## src/rtl/flow_init_sequencer_pkg.sv

```systemverilog
// Shared definitions for the flow-context init sequencer: FSM states and
// the per-channel init-word layout inside the packed init_data/wr_data buses.
package flow_init_sequencer_pkg;

  typedef enum logic [2:0] {
    IDLE,
    SWEEP,
    FREE,
    RUNNING,
    RE_WR,
    RE_PUSH
  } fis_state_t;

  // LSB of channel chan's word within a NUM_CHAN*data_w packed bus.
  function automatic int chan_lsb(input int chan, input int data_w);
    return chan * data_w;
  endfunction

endpackage

```

## src/rtl/flow_init_req_fifo.sv

```systemverilog
// Re-init request queue: DEPTH x WIDTH, count-based full/empty, flush drops
// all entries. Head is visible on pop_data whenever empty is low.
module flow_init_req_fifo #(
  parameter int DEPTH = 4,
  parameter int WIDTH = 10
) (
  input  logic             clk,
  input  logic             reset_finished,
  input  logic             push,
  input  logic [WIDTH-1:0] push_data,
  input  logic             pop,
  output logic [WIDTH-1:0] pop_data,
  input  logic             flush,
  output logic             full,
  output logic             empty
);

  localparam int PTR_W = $clog2(DEPTH);
  localparam logic [PTR_W:0] DEPTH_CNT = (PTR_W + 1)'(DEPTH);

  logic [WIDTH-1:0] mem [DEPTH];
  logic [PTR_W-1:0] wr_ptr;
  logic [PTR_W-1:0] rd_ptr;
  logic [PTR_W:0]   count;
  logic             do_push;
  logic             do_pop;

  assign full     = (count == DEPTH_CNT);
  assign empty    = (count == '0);
  assign do_push  = push && !full;
  assign do_pop   = pop && !empty;
  assign pop_data = mem[rd_ptr];

  // Power-of-two depth lets the pointers wrap naturally.
  always_ff @(posedge clk or posedge reset_finished) begin
    if (reset_finished) begin
      wr_ptr <= '0;
      rd_ptr <= '0;
      count  <= '0;
    end else if (flush) begin
      wr_ptr <= '0;
      rd_ptr <= '0;
      count  <= '0;
    end else begin
      if (do_push) wr_ptr <= wr_ptr + PTR_W'(1);
      if (do_pop)  rd_ptr <= rd_ptr + PTR_W'(1);
      if (do_push && !do_pop)      count <= count + (PTR_W + 1)'(1);
      else if (do_pop && !do_push) count <= count - (PTR_W + 1)'(1);
    end
  end

  always_ff @(posedge clk) begin
    if (do_push && !flush) mem[wr_ptr] <= push_data;
  end

endmodule

```

## src/rtl/flow_init_sequencer.sv

```systemverilog
// Sweeps every flow context across NUM_CHAN write channels, seeds the free-flow
// FIFO with all ids, then services single-flow re-init requests from a queue.
module flow_init_sequencer
  import flow_init_sequencer_pkg::*;
#(
  parameter int NUM_FLOWS  = 1024,
  parameter int FLOW_ID_W  = 10,
  parameter int NUM_CHAN   = 4,
  parameter int DATA_W     = 64,
  parameter int REQ_DEPTH  = 4,
  parameter int AUTO_START = 1
) (
  input  logic                         clk,
  input  logic                         reset_finished,
  input  logic                         init_start,
  input  logic [NUM_CHAN*DATA_W-1:0]   init_data,
  output logic [NUM_CHAN-1:0]          wr_val,
  input  logic [NUM_CHAN-1:0]          wr_rdy,
  output logic [FLOW_ID_W-1:0]         wr_addr,
  output logic [NUM_CHAN*DATA_W-1:0]   wr_data,
  output logic                         fl_push_val,
  input  logic                         fl_push_rdy,
  output logic [FLOW_ID_W-1:0]         fl_push_id,
  input  logic                         reinit_val,
  output logic                         reinit_rdy,
  input  logic [FLOW_ID_W-1:0]         reinit_id,
  output logic                         init_done,
  output logic                         busy,
  output logic                         err_bad_id
);

  localparam logic [FLOW_ID_W-1:0] LAST_ID    = FLOW_ID_W'(NUM_FLOWS - 1);
  localparam logic [FLOW_ID_W:0]   FLOW_LIMIT = (FLOW_ID_W + 1)'(NUM_FLOWS);

  fis_state_t           state_q, state_d;
  logic [FLOW_ID_W-1:0] cnt_q, cnt_d;
  logic [FLOW_ID_W-1:0] cur_id_q, cur_id_d;
  logic [NUM_CHAN-1:0]  done_q, done_d;
  logic                 init_done_q, init_done_d;
  logic                 err_q;

  logic [NUM_CHAN-1:0]  wr_accept;
  logic                 all_acc;
  logic                 reinit_hs;
  logic                 id_ok;
  logic                 q_push, q_pop, q_flush, q_full, q_empty;
  logic [FLOW_ID_W-1:0] q_head;
  logic                 single_flow;

  flow_init_req_fifo #(
    .DEPTH (REQ_DEPTH),
    .WIDTH (FLOW_ID_W)
  ) u_req_fifo (
    .clk            (clk),
    .reset_finished (reset_finished),
    .push           (q_push),
    .push_data      (reinit_id),
    .pop            (q_pop),
    .pop_data       (q_head),
    .flush          (q_flush),
    .full           (q_full),
    .empty          (q_empty)
  );

  // All valids come from registered state only; no rdy-to-val path.
  assign single_flow = (state_q == RE_WR) || (state_q == RE_PUSH);
  assign wr_val      = ((state_q == SWEEP) || (state_q == RE_WR)) ? ~done_q : '0;
  assign wr_addr     = single_flow ? cur_id_q : cnt_q;
  assign fl_push_val = (state_q == FREE) || (state_q == RE_PUSH);
  assign fl_push_id  = single_flow ? cur_id_q : cnt_q;
  assign busy        = (state_q == SWEEP) || (state_q == FREE) ||
                       (state_q == RE_WR) || (state_q == RE_PUSH);
  assign init_done   = init_done_q;
  assign err_bad_id  = err_q;
  assign reinit_rdy  = init_done_q && !q_full;

  for (genvar c = 0; c < NUM_CHAN; c++) begin : g_wr_data
    assign wr_data[chan_lsb(c, DATA_W) +: DATA_W] = init_data[chan_lsb(c, DATA_W) +: DATA_W];
  end

  // A channel that already took this address stays masked until all have.
  assign wr_accept = done_q | (wr_val & wr_rdy);
  assign all_acc   = &wr_accept;

  assign reinit_hs = reinit_val && reinit_rdy;
  assign id_ok     = ({1'b0, reinit_id} < FLOW_LIMIT);
  assign q_push    = reinit_hs && id_ok && !((state_q == RUNNING) && init_start);

  always_comb begin
    state_d     = state_q;
    cnt_d       = cnt_q;
    cur_id_d    = cur_id_q;
    done_d      = done_q;
    init_done_d = init_done_q;
    q_pop       = 1'b0;
    q_flush     = 1'b0;
    case (state_q)
      IDLE: begin
        if ((AUTO_START != 0) || init_start) begin
          state_d = SWEEP;
          cnt_d   = '0;
          done_d  = '0;
        end
      end
      SWEEP: begin
        if (all_acc) begin
          done_d = '0;
          if (cnt_q == LAST_ID) begin
            cnt_d   = '0;
            state_d = FREE;
          end else begin
            cnt_d = cnt_q + FLOW_ID_W'(1);
          end
        end else begin
          done_d = wr_accept;
        end
      end
      FREE: begin
        if (fl_push_rdy) begin
          if (cnt_q == LAST_ID) begin
            cnt_d       = '0;
            state_d     = RUNNING;
            init_done_d = 1'b1;
          end else begin
            cnt_d = cnt_q + FLOW_ID_W'(1);
          end
        end
      end
      RUNNING: begin
        // A full re-sweep supersedes any queued single-flow work.
        if (init_start) begin
          q_flush = 1'b1;
          state_d = SWEEP;
          cnt_d   = '0;
          done_d  = '0;
        end else if (!q_empty) begin
          q_pop    = 1'b1;
          cur_id_d = q_head;
          done_d   = '0;
          state_d  = RE_WR;
        end
      end
      RE_WR: begin
        if (all_acc) begin
          done_d  = '0;
          state_d = RE_PUSH;
        end else begin
          done_d = wr_accept;
        end
      end
      RE_PUSH: begin
        if (fl_push_rdy) state_d = RUNNING;
      end
      default: state_d = IDLE;
    endcase
  end

  always_ff @(posedge clk or posedge reset_finished) begin
    if (reset_finished) begin
      state_q     <= IDLE;
      cnt_q       <= '0;
      cur_id_q    <= '0;
      done_q      <= '0;
      init_done_q <= 1'b0;
      err_q       <= 1'b0;
    end else begin
      state_q     <= state_d;
      cnt_q       <= cnt_d;
      cur_id_q    <= cur_id_d;
      done_q      <= done_d;
      init_done_q <= init_done_d;
      err_q       <= reinit_hs && !id_ok;
    end
  end

endmodule

```

## config.mk

```make
export PLATFORM = sky130hd
export DESIGN_NAME = flow_init_sequencer
export DESIGN_NICKNAME = d
export VERILOG_FILES = /design/src/rtl/flow_init_sequencer_pkg.sv /design/src/rtl/flow_init_req_fifo.sv /design/src/rtl/flow_init_sequencer.sv
export SDC_FILE = /design/constraint.sdc
export NUM_CORES = 1
export LEC_CHECK = 0
export ABC_AREA = 1
export BUFFER_PORTS_ARGS = -buffer_cell sky130_fd_sc_hd__buf_4
export CAP_MARGIN = 20
export CELL_PAD_IN_SITES_DETAIL_PLACEMENT = 1
export CELL_PAD_IN_SITES_GLOBAL_PLACEMENT = 2
export CORE_AREA = 2 2 221 223
export DETAILED_ROUTE_END_ITERATION = 8
export DIE_AREA = 0 0 223 225
export MAX_ROUTING_LAYER = met4
export PLACE_DENSITY_LB_ADDON = 0.1
export SYNTH_ARGS = -nofsm -noshare
export SYNTH_HDL_FRONTEND = slang
export SYNTH_SLANG_ARGS = --single-unit
export TNS_END_PERCENT = 1
```

## constraint.sdc

```tcl
create_clock -name clk -period 2.25 [get_ports clk]
set_clock_uncertainty 0.1 [all_clocks]
set_input_delay 0.45 -clock clk [delete_from_list [all_inputs] [get_ports clk]]
set_output_delay 0.45 -clock clk [all_outputs]
set_load 0.005 [all_outputs]
```

# Word-level counts from Yosys, hierarchy flattened

Memories as Yosys holds them, arrays and structs flattened. A register that Yosys moved wholly into a read port is not among the register bits.
Cells that the tools add are included.

RAM bits: 40
Memories kept: 1
Flip-flop bits (word level): 25
Output and inout bits: 285
Word-level logic and storage cells: 102
Input port bits: 275

Bitwise operators: 5
Mux-type cells: 34
Equal/unequal tests: 15
Add/sub/neg operators: 5
Reductions and logical operators: 35

Memories:

| name           | words | width | read ports | clocked after memory_dff | write ports | line                     | source |
|---|---|---|---|---|---|---|---|
| u_req_fifo.mem | 4     | 10    | 1          | 1                        | 1           | flow_init_req_fifo.sv:21 | `logic [WIDTH-1:0] mem [DEPTH];` |

Operators with widths:

| cell                  | count |
|---|---|
| $mux 10               | 5 |
| $pmux 10 s4           | 1 |
| $mux 3                | 11 |
| $pmux 3 s6            | 1 |
| $mux 4                | 4 |
| $pmux 4 s3            | 1 |
| $add 10x1->10 const B | 1 |
| $eq 10x10->1 const B  | 1 |
| $ne 2x2->1 const B    | 5 |
| $eq 3x3->1 const B    | 3 |
| $logic_and 1x1->1     | 9 |
| $mux 2                | 4 |
| $reduce_and 4->1      | 2 |
| $mux 1                | 7 |
| $reduce_and 7->1      | 1 |
| $eq 3x2->1 const B    | 2 |
| $logic_not 1->1       | 6 |
| $logic_not 3->1       | 2 |
| $logic_or 1x1->1      | 6 |
| $reduce_and 3->1      | 2 |
| $reduce_bool 3->1     | 2 |
| $add 2x1->2 const B   | 2 |
| $and 4x4->4           | 1 |
| $ne 2x1->1 const B    | 2 |
| other kinds (11)      | 13 |

# Longest topological paths before layout

Gate-level depths: netlist (run 1).

Depth after elaboration: 11
Mapped depth: 12
Gate-level depth less buffers: 12

# Cells and area by module

From an unflattened synthesis (run 1), not the netlist that was laid out.

Cell total of the unflattened synthesis: 676
Area, all modules: 5,720.5 µm²

Modules (own cells, without submodules):

| module              | cells an instance | seq. area each (µm²) | times used | area an instance (µm²) |
|---|---|---|---|---|
| flow_init_sequencer | 509               | 700.7                | 1          | 3,712.3 |
| flow_init_req_fifo  | 167               | 1,376.3              | 1          | 2,008.2 |

# Worst setup path before layout (run 1)

No wires, ideal clock.

Path type: register to register
Start point: reg state_q[2]
End point: reg u_req_fifo.count[2]
Data arrival time: 1.822 ns
Setup slack: 0.211 ns
Data required time: 2.032 ns
Setup time: 0.118 ns
Path buffers: 1
Period minus slack after synthesis: 2.039 ns
Stages on the path, launching flop included: 13
Cell sequence: dfrtp_1 -> buf_4 -> nor2_2 -> inv_2 -> nor2_2 -> nand2_1 -> nand2_1 -> inv_1 -> fa_1 -> xnor2_1 -> xor2_1 -> nand3_1 -> nand2_1

Longest elaborated chain between the ends: 8
Elaborated cells between the ends (all ways): 15
Those cells by class: 1 x eq/ne; 4 x mux; 10 x reduce/logical

Ends and longest elaborated chain:

| what                                                        | line                                                 | source |
|---|---|---|
| start, declared                                             | flow_init_sequencer.sv:35                            | `fis_state_t state_q, state_d;` |
| start signal, assigned                                      | flow_init_sequencer.sv:167                           | `state_q <= state_d;` |
| $eq 3x2->1 *                                                | flow_init_sequencer.sv:87, flow_init_sequencer.sv:97 |  |
| $logic_and 1x1->1                                           | flow_init_sequencer.sv:87                            | `assign q_push = reinit_hs && id_ok && !((state_q == RUNNING) && init_start);` |
| $logic_not 1->1                                             | flow_init_sequencer.sv:87                            |  |
| $logic_and 1x1->1                                           | flow_init_sequencer.sv:87                            |  |
| $logic_and 1x1->1                                           | flow_init_req_fifo.sv:30                             | `assign do_push = push && !full;` |
| $logic_and 1x1->1 / $logic_not 1->1 (equally long branches) | flow_init_req_fifo.sv:47, flow_init_req_fifo.sv:48   |  |
| $mux 3 / $logic_and 1x1->1 (equally long branches)          | flow_init_req_fifo.sv:47, flow_init_req_fifo.sv:48   |  |
| $mux 3 / $reduce_bool 3->1 (equally long branches)          | -                                                    |  |
| end signal, assigned                                        | flow_init_req_fifo.sv:47                             | `if (do_push && !do_pop) count <= count + (PTR_W + 1)'(1);` |
| end signal, assigned                                        | flow_init_req_fifo.sv:48                             | `else if (do_pop && !do_push) count <= count - (PTR_W + 1)'(1);` |
| end, declared                                               | flow_init_req_fifo.sv:24                             | `logic [PTR_W:0] count;` |

Mark *: on every way between the ends. The rest lies on a longest branch, timed or not.
A chain may end at the register's enable or synchronous reset.

# Final worst setup path (run 1)

Start point: reg state_q[2]
End point: out fl_push_id[9]

Longest elaborated chain between the ends: 3
Elaborated cells between the ends (all ways): 4
Those cells by class: 2 x eq/ne; 1 x mux; 1 x reduce/logical

Ends and longest elaborated chain:

| what               | line                      | source |
|---|---|---|
| $eq 3x3->1         | flow_init_sequencer.sv:66 | `assign single_flow = (state_q == RE_WR) \|\| (state_q == RE_PUSH);` |
| $logic_or 1x1->1 * | flow_init_sequencer.sv:66 |  |
| $mux 10 *          | flow_init_sequencer.sv:70 | `assign fl_push_id = single_flow ? cur_id_q : cnt_q;` |
| end, declared      | flow_init_sequencer.sv:23 | `output logic [FLOW_ID_W-1:0] fl_push_id,` |

Marked as above.

==> metrics, run 1 <==
Placer Congestion 0.6763; Detailed Route WL 22930 um; EDFF count, synth 40; RR Startpoint state_q[1]$_DFFE_PP0P_; WL/cell 21.17 um; XOR/XNOR Fraction of Synth Area 0.9346%; main combinational cell family by area after synthesis buffers and inverters; max-cap viol count 0; CTS tree built; DRT Pass-1 Iters 4; top-area cell type share of the netlist area 35.78%; status finished clean; Fill cells 5559; Pint 0.003131 W; sequential power share 40.1%; clock latency on the worst-skew pair 0.35 ns; Initial Utilization 11.83%; nets@finish 745; DP Cell Count 1068; Post-CTS Setup Bufs 0; P_leak 2.137 nW; CP max stage delay 0.41 ns; Root Driver clkbuf_16; count of input and output buffers 46; Yosys top cell by area buf_4; clock power share 33.0%; maximum vdd ir drop 0.4084 mV; WP data arrival 1.58 ns; sw frac 33.69%; Post-DRT Antenna Nets 0; worst-case reg-to-reg path depth 12; cts hold-fix bufs 0; most frequent cells after synthesis buf_4, nand2_1, o21ai_0; Gate Count Post-Synth 658; Slew Viols, Final 0; die area 50180 um2; Diodes inserted 0; cts bufs inserted 9; worst r2r dst u_req_fifo.count[2]$_DFFE_PP0P_; synth unique cells 37; Non-Filler Instances 1083; Peak Freq 0.4684 GHz; Primary FF master, synth edfxtp_1; simple-gate share of the synthesized area 13.57%; multiplexer share of the synthesized area 0%; sequential area share after synthesis 36.94%; Post-Syn Nets 939; most common cell in the netlist buf_4; first-pass GRT wire length 30970 um; Worst-Margin Slew 0.5848 ns; HPWL Detailed 17940 um; Site Rows 80; Clock Path Buffers 2; Synth Warn # 0; CP max-delay cell dfrtp_1; RSZ-0062 raised after global routing true; CP bufs+invs 4; syn_area_per_cell 8.545 um2; die width 223 um; crit path time final 2.135 ns; Worst setup SP type flop; share of cells above drive strength 1 27.56%; core area 47550 um2; H-tree level count 3; critical path's most frequent cell buf_4; DRC 0; Syn-to-layout area delta -6.587%; largest net degree at the start of global routing 36; fin area 5253 um2; Compound-Gate Fraction of Synth Area 7.232%; routed via count 3375; Worst Path Max Fanout 22; Fin. Hold Viols 0; DP Area 4900 um2; critical path required time 1.70 ns; clock slew at reported path FFs 0.07 ns; critical path type flop to output pin; CP Capture Type output pin; Tot Pwr 0.004722 W; initial antenna violation count 0; initial DRC count 107; GRT Util Overall 9.178%; GRT Residual Overflow 0; crit share post-route 94.89%; Psw 0.001591 W; power per cell area 899.0 nW/um2; Setup Viol. Count Final 0; kind of cell adding the most delay to the critical path buffers and inverters; mapped cell area 5623 um2; Post-synth ARST share 46.67%; share of total power in combinational logic 27.0%; Vias/cell 3.116; Die Ht 225 um; I/O pin count 560; path type of the worst min-delay path input port to async pin; number of global-route vias before repair 3791; CTS Sinks 75; Adder-Cell Fraction of Synth Area 1.469%; Synth area leaders buf_4, edfxtp_1, dfrtp_1; Rel. slew slack 61.01%; slack of the worst reg-to-reg path 0.17 ns; crit-path cells buf_6 -> nand2_4 -> buf_12 -> nand2_1 -> o21ai_0 -> buf_4 -> buf_4; register bit total from synthesis 75
-- logic make-up (layout without fill, tap and decap cells) --
logic type / Yosys count / count (layout)
compound gates: 73 / 73
xor+xnor: 6 / 6
fa+ha+maj: 6 / 6
buf+inv: 325 / 135
flops: 75 / 75
other cells: 1 / 1
simple gates: 172 / 172
-- how the worst max path moves through the flow --
stage	start	endpoint	slack, ns	depth (start not counted)
floorplan	state_q[2]$_DFFE_PP0P_	u_req_fifo.count[2]$_DFFE_PP0P_	0.21	12
global placement	state_q[1]$_DFFE_PP0P_	u_req_fifo.count[2]$_DFFE_PP0P_	0.12	12
detailed placement	state_q[2]$_DFFE_PP0P_	fl_push_id[7]	0.12	6
CTS	state_q[2]$_DFFE_PP0P_	fl_push_id[8]	-0.05	5
global route	state_q[1]$_DFFE_PP0P_	u_req_fifo.count[2]$_DFFE_PP0P_	-0.06	12
finish	state_q[2]$_DFFE_PP0P_	fl_push_id[9]	0.12	7
-- worst reg2reg max path: stages (launching register included) --
cell and delay (ns):
dfrtp_1 0.41, nand2_1 0.09, nor2_2 0.13, inv_2 0.05, nor2_2 0.12, nand2_1 0.11, nand2_2 0.11, inv_1 0.06
fa_1 0.38, xnor2_1 0.14, xor2_1 0.16, nand3_1 0.07, nand2_1 0.05
-- power by group through the flow --
stage	clock network, W	logic [W]	registers [W]
after floorplan	0	0.00112	0.00186
after global placement	0	0.00132	0.00193
after detailed placement	0	0.00132	0.00192
after CTS	0.00165	0.00133	0.00190
after global routing	0.00168	0.00148	0.00193
final	0.00156	0.00127	0.00189
-- cell usage in the layout, fill, tap and decap left out, types with 2 or more instances in the layout --
cell        instances
a21oi_1             3
buf_4              72
buf_6               2
clkbuf_16           9
clkinvlp_4          2
dfrtp_1            35
edfxtp_1           40
ha_1                5
inv_1              37
inv_2               8
inv_6               2
nand2_1            77
nand2_2            10
nand2_4             4
nand3_1            25
nand4_1             2
nor2_1             41
nor2_2              4
nor3_1              3
nor3b_1             2
o21ai_0            33
o21ai_1            12
o21ai_2             8
o22ai_1            11
xnor2_1             2
xor2_1              4
-- metal layers --
layer,GRT usage (%),vias to the layer above,share of wire (%),routed length (um)
li1,-,1438,-,-
met1,9.038,1536,35,8138
met2,13.75,339,46,10480
met3,6.962,62,16,3661
met4,3.421,0,2.9,656
met5,-,-,0,0
-- stage by stage --
step	hold slack [ns]	util (%)	setup TNS (ns)	setup WS, ns
final	0.1431	11.05	0	0.1151
after global placement	0.3952	10.31	0	0.1182
after CTS	0.1729	10.96	-0.4436	-0.05347
after detailed placement	0.4074	10.31	0	0.1164
after floorplan	0.3834	-	0	0.2107
after global routing	0.1861	11.05	-0.07602	-0.05624
-- sequential cells by signal, summed over array words and instances (netlist names) --
register,cells
cnt_q,10
cur_id_q,10
done_q,4
init_done,1
state_q,3
u_req_fifo.count,3
u_req_fifo.mem,40
u_req_fifo.rd_ptr,2
u_req_fifo.wr_ptr,2
-- repair_timing --
action                                  in CTS  in global routing
resized for setup                           10                 17
pin swaps                                    0                  1
endpoints found under the setup margin      21                 27
-- layout make-up --
class | count | area (um2) | share of cell area (%)
tap | 615 | 769.5 | 14.65
clock buffer | 9 | 225.2 | 4.288
clock inverter | 6 | 73.82 | 1.405
timing repair buffer | 75 | 583.1 | 11.10
inverter | 45 | 168.9 | 3.216
sequential | 75 | 2077 | 39.54
multi-input combinational | 258 | 1355 | 25.80
Note: power is estimated with default switching activity, not from simulation.
==> run 2, diff against run 1 <==
- GPL_TIMING_DRIVEN: unset -> 0
- clock period: 2.25 -> 2.05 ns (I/O delays scaled with it)
==> run 2 against run 1 <==
  * The flow now finishes with violations (setup timing)
  * Worst setup slack worse by 0.16 ns
  * Critical endpoint is now wr_addr[7]
  * Non-clock buffer count grew 519
  * Combinational power up 89%
  * First-iteration DRC count is 84% higher
  * Die area unchanged
  * Via count up 51%
  * Hold slack improved by 0.024 ns
  * Critical path depth shrank 1
  * Critical path type unchanged
  * Global-route usage increased by 1.4 points
  * Total power grew 28%
  * Count of clock-buffer cells in the layout unchanged
  * Sequential share of layout area is 17 points lower
==> metrics, run 2 (synthesis results as in run 1) <==
Initial Utilization 11.83% (unchanged); count of input and output buffers 302 (+560%); core area 47550 um2 (unchanged); Die Ht 225 um (unchanged); RSZ-0062 raised after global routing true; routed via count 5081 (+51%); most frequent cells in the layout buf_4, nand2_1, edfxtp_1, inv_1, nor2_1; crit share post-route 102.2%; kind of cell adding the most delay to the critical path buffers and inverters; Hold Path Stages 1; path type of the worst min-delay path input port to flop; largest register by flop count u_req_fifo.mem; die area 50180 um2 (unchanged); number of global-route vias before repair 5049 (+33%); P_leak 4.681 nW (+120%); maximum vdd ir drop 0.3578 mV (-12%); critical path type flop to output pin; critical path's most frequent cell buf_6; first-pass GRT wire length 37260 um (+20%); largest net degree at the start of global routing 26 (-28%); DRC 0 (unchanged); Clock Path Buffers 2 (unchanged); critical path required time 1.54 ns (-0.16 ns); Worst Path Max Fanout 6 (-73%); Site Rows 80 (unchanged); die width 223 um (unchanged); Rel. slew slack 55.04% (-6.0 points); H-tree level count 3 (unchanged); Vias/cell 3.170 (+1.7%); CP Capture Type output pin; Worst path depth 6 (-1); Post-DRT Antenna Nets 0 (unchanged); power per cell area 644.3 nW/um2 (-28%); final setup TNS -0.3126 ns (-0.3126 ns); Peak Freq 0.4771 GHz; Non-Filler Instances 1603 (+48%); Tot Pwr 0.006064 W (+28%); WL/cell 17.46 um (-18%); initial antenna violation count 1 (+1); crit path time final 2.096 ns; CP max stage delay 0.47 ns (+0.06 ns); initial DRC count 197 (+84%); Worst-Margin Slew 0.6743 ns (+0.08957 ns); nets@finish 1264 (+70%); HPWL Detailed 24280 um (+35%); CTS Sinks 75 (unchanged); violated checks setup timing; cts bufs inserted 9 (unchanged); CP bufs+invs 4 (unchanged); CP max-delay cell dfrtp_2; final worst slack -0.04599 ns (-0.1611 ns); max reg flops 40 (unchanged); Detailed Route WL 28000 um (+22%); clock slew at reported path FFs 0.07 ns (about the same); GRT Util Overall 10.62% (+1.4 points); Top Registers u_req_fifo.mem (40), cnt_q (10), cur_id_q (10); CTS tree built; Syn-to-layout area delta 67.38%; Slew Viols, Final 0 (unchanged); Worst setup SP type flop; clock latency on the worst-skew pair 0.34 ns (about the same); Diodes inserted 0 (unchanged); DRT Pass-1 Iters 4 (unchanged); Register Area 2081 um2 (+0.18%); Root Driver clkbuf_16; Fill cells 5629 (+1.3%); I/O pin count 560 (unchanged); worst-case reg-to-reg path depth 12 (unchanged); Fin. Hold Viols 0 (unchanged); DP Cell Count 1579 (+48%); area of the multi-input gates 1575 um2 (+16%); max-cap viol count 0 (unchanged); WP data arrival 1.59 ns (about the same); status finished, violations left; most common library cell in the layout ignoring fill and taps buf_4; crit-path cells inv_4 -> nand2_8 -> clkbuf_16 -> o21ai_4 -> buf_6 -> buf_6; Placer Congestion 0.7470 (+10%); GRT Residual Overflow 0 (unchanged); share of cells above drive strength 1 67.51% (+40 points); Setup Viol. Count Final 11 (+11)
run 2: changes by cell type in the layout (fill, tap and decap cells not counted), sizes merged:
cell         change
dlygate4sd3      +1
bufinv           -1
clkbuf           +9
buf            +509
inv              +2
run 2: through the flow:
step                      util (%)  area, um2  hold slack, ns  setup WS (ns)
final                        19.79       9412          0.1670       -0.04599
after global routing         19.79       9412          0.1516        -0.1353
after CTS                    19.56       9299          0.1486        -0.1079
after detailed placement     18.33       8713          0.2995        -0.5341
after floorplan                  -       5623          0.3834        0.01068
after global placement       18.21       8660          0.4009        -0.6785
run 2: final timing paths:
| path | from | endpoint | slack (ns) |
|---|---|---|---|
| max in group asynchronous | reset_finished | cnt_q[0]$_DFFE_PP0P_ | 0.90 |
| worst max-delay path | state_q[1]$_DFFE_PP0P_ | wr_addr[7] | -0.05 |
| worst max register to register | state_q[2]$_DFFE_PP0P_ | u_req_fifo.count[2]$_DFFE_PP0P_ | 0 |
| min in group asynchronous | reset_finished | init_done$_DFFE_PP0P_ | 0.48 |
| worst min register to register | cur_id_q[2]$_DFFE_PP0N_ | cur_id_q[2]$_DFFE_PP0N_ | 0.44 |
| worst min-delay path | reinit_id[6] | u_req_fifo.mem[1][6]$_DFFE_PP_ | 0.17 |
run 2: layer usage:
layer	share of wire [%]	wire, um	GRT usage [%]	vias to the layer above
met3	5.1	1417	2.138	14
met4	0.81	227	1.819	0
met2	55	15430	19.44	199
met5	0	0	-	-
met1	39	10920	12.07	2380
li1	-	-	-	2488
run 2: power by group:
part	internal [W]	switching, W
clock	0.000851	0.000725
combinational	0.00129	0.00111
sequential	0.00190	0.000190
total	0.00404	0.00203
run 2: what timing repair did:
action / in CTS / in global routing
buffers inserted: 3 / 2
hold buffers: 1 / 0
endpoints found under the setup margin: 71 / 64
endpoints found under the hold margin: 10 / 0
pin swaps: 4 / 7
resized for setup: 71 / 19
cloned: 1 / 1
run 2: layout make-up:
cell class / instances / area share (%)
timing repair buffer: 314 / 25.51
tap: 615 / 8.176
clock buffer: 9 / 2.393
sequential: 75 / 22.11
multi-input combinational: 258 / 16.74
buffer: 280 / 22.55
inverter: 45 / 1.848
clock inverter: 7 / 0.6780
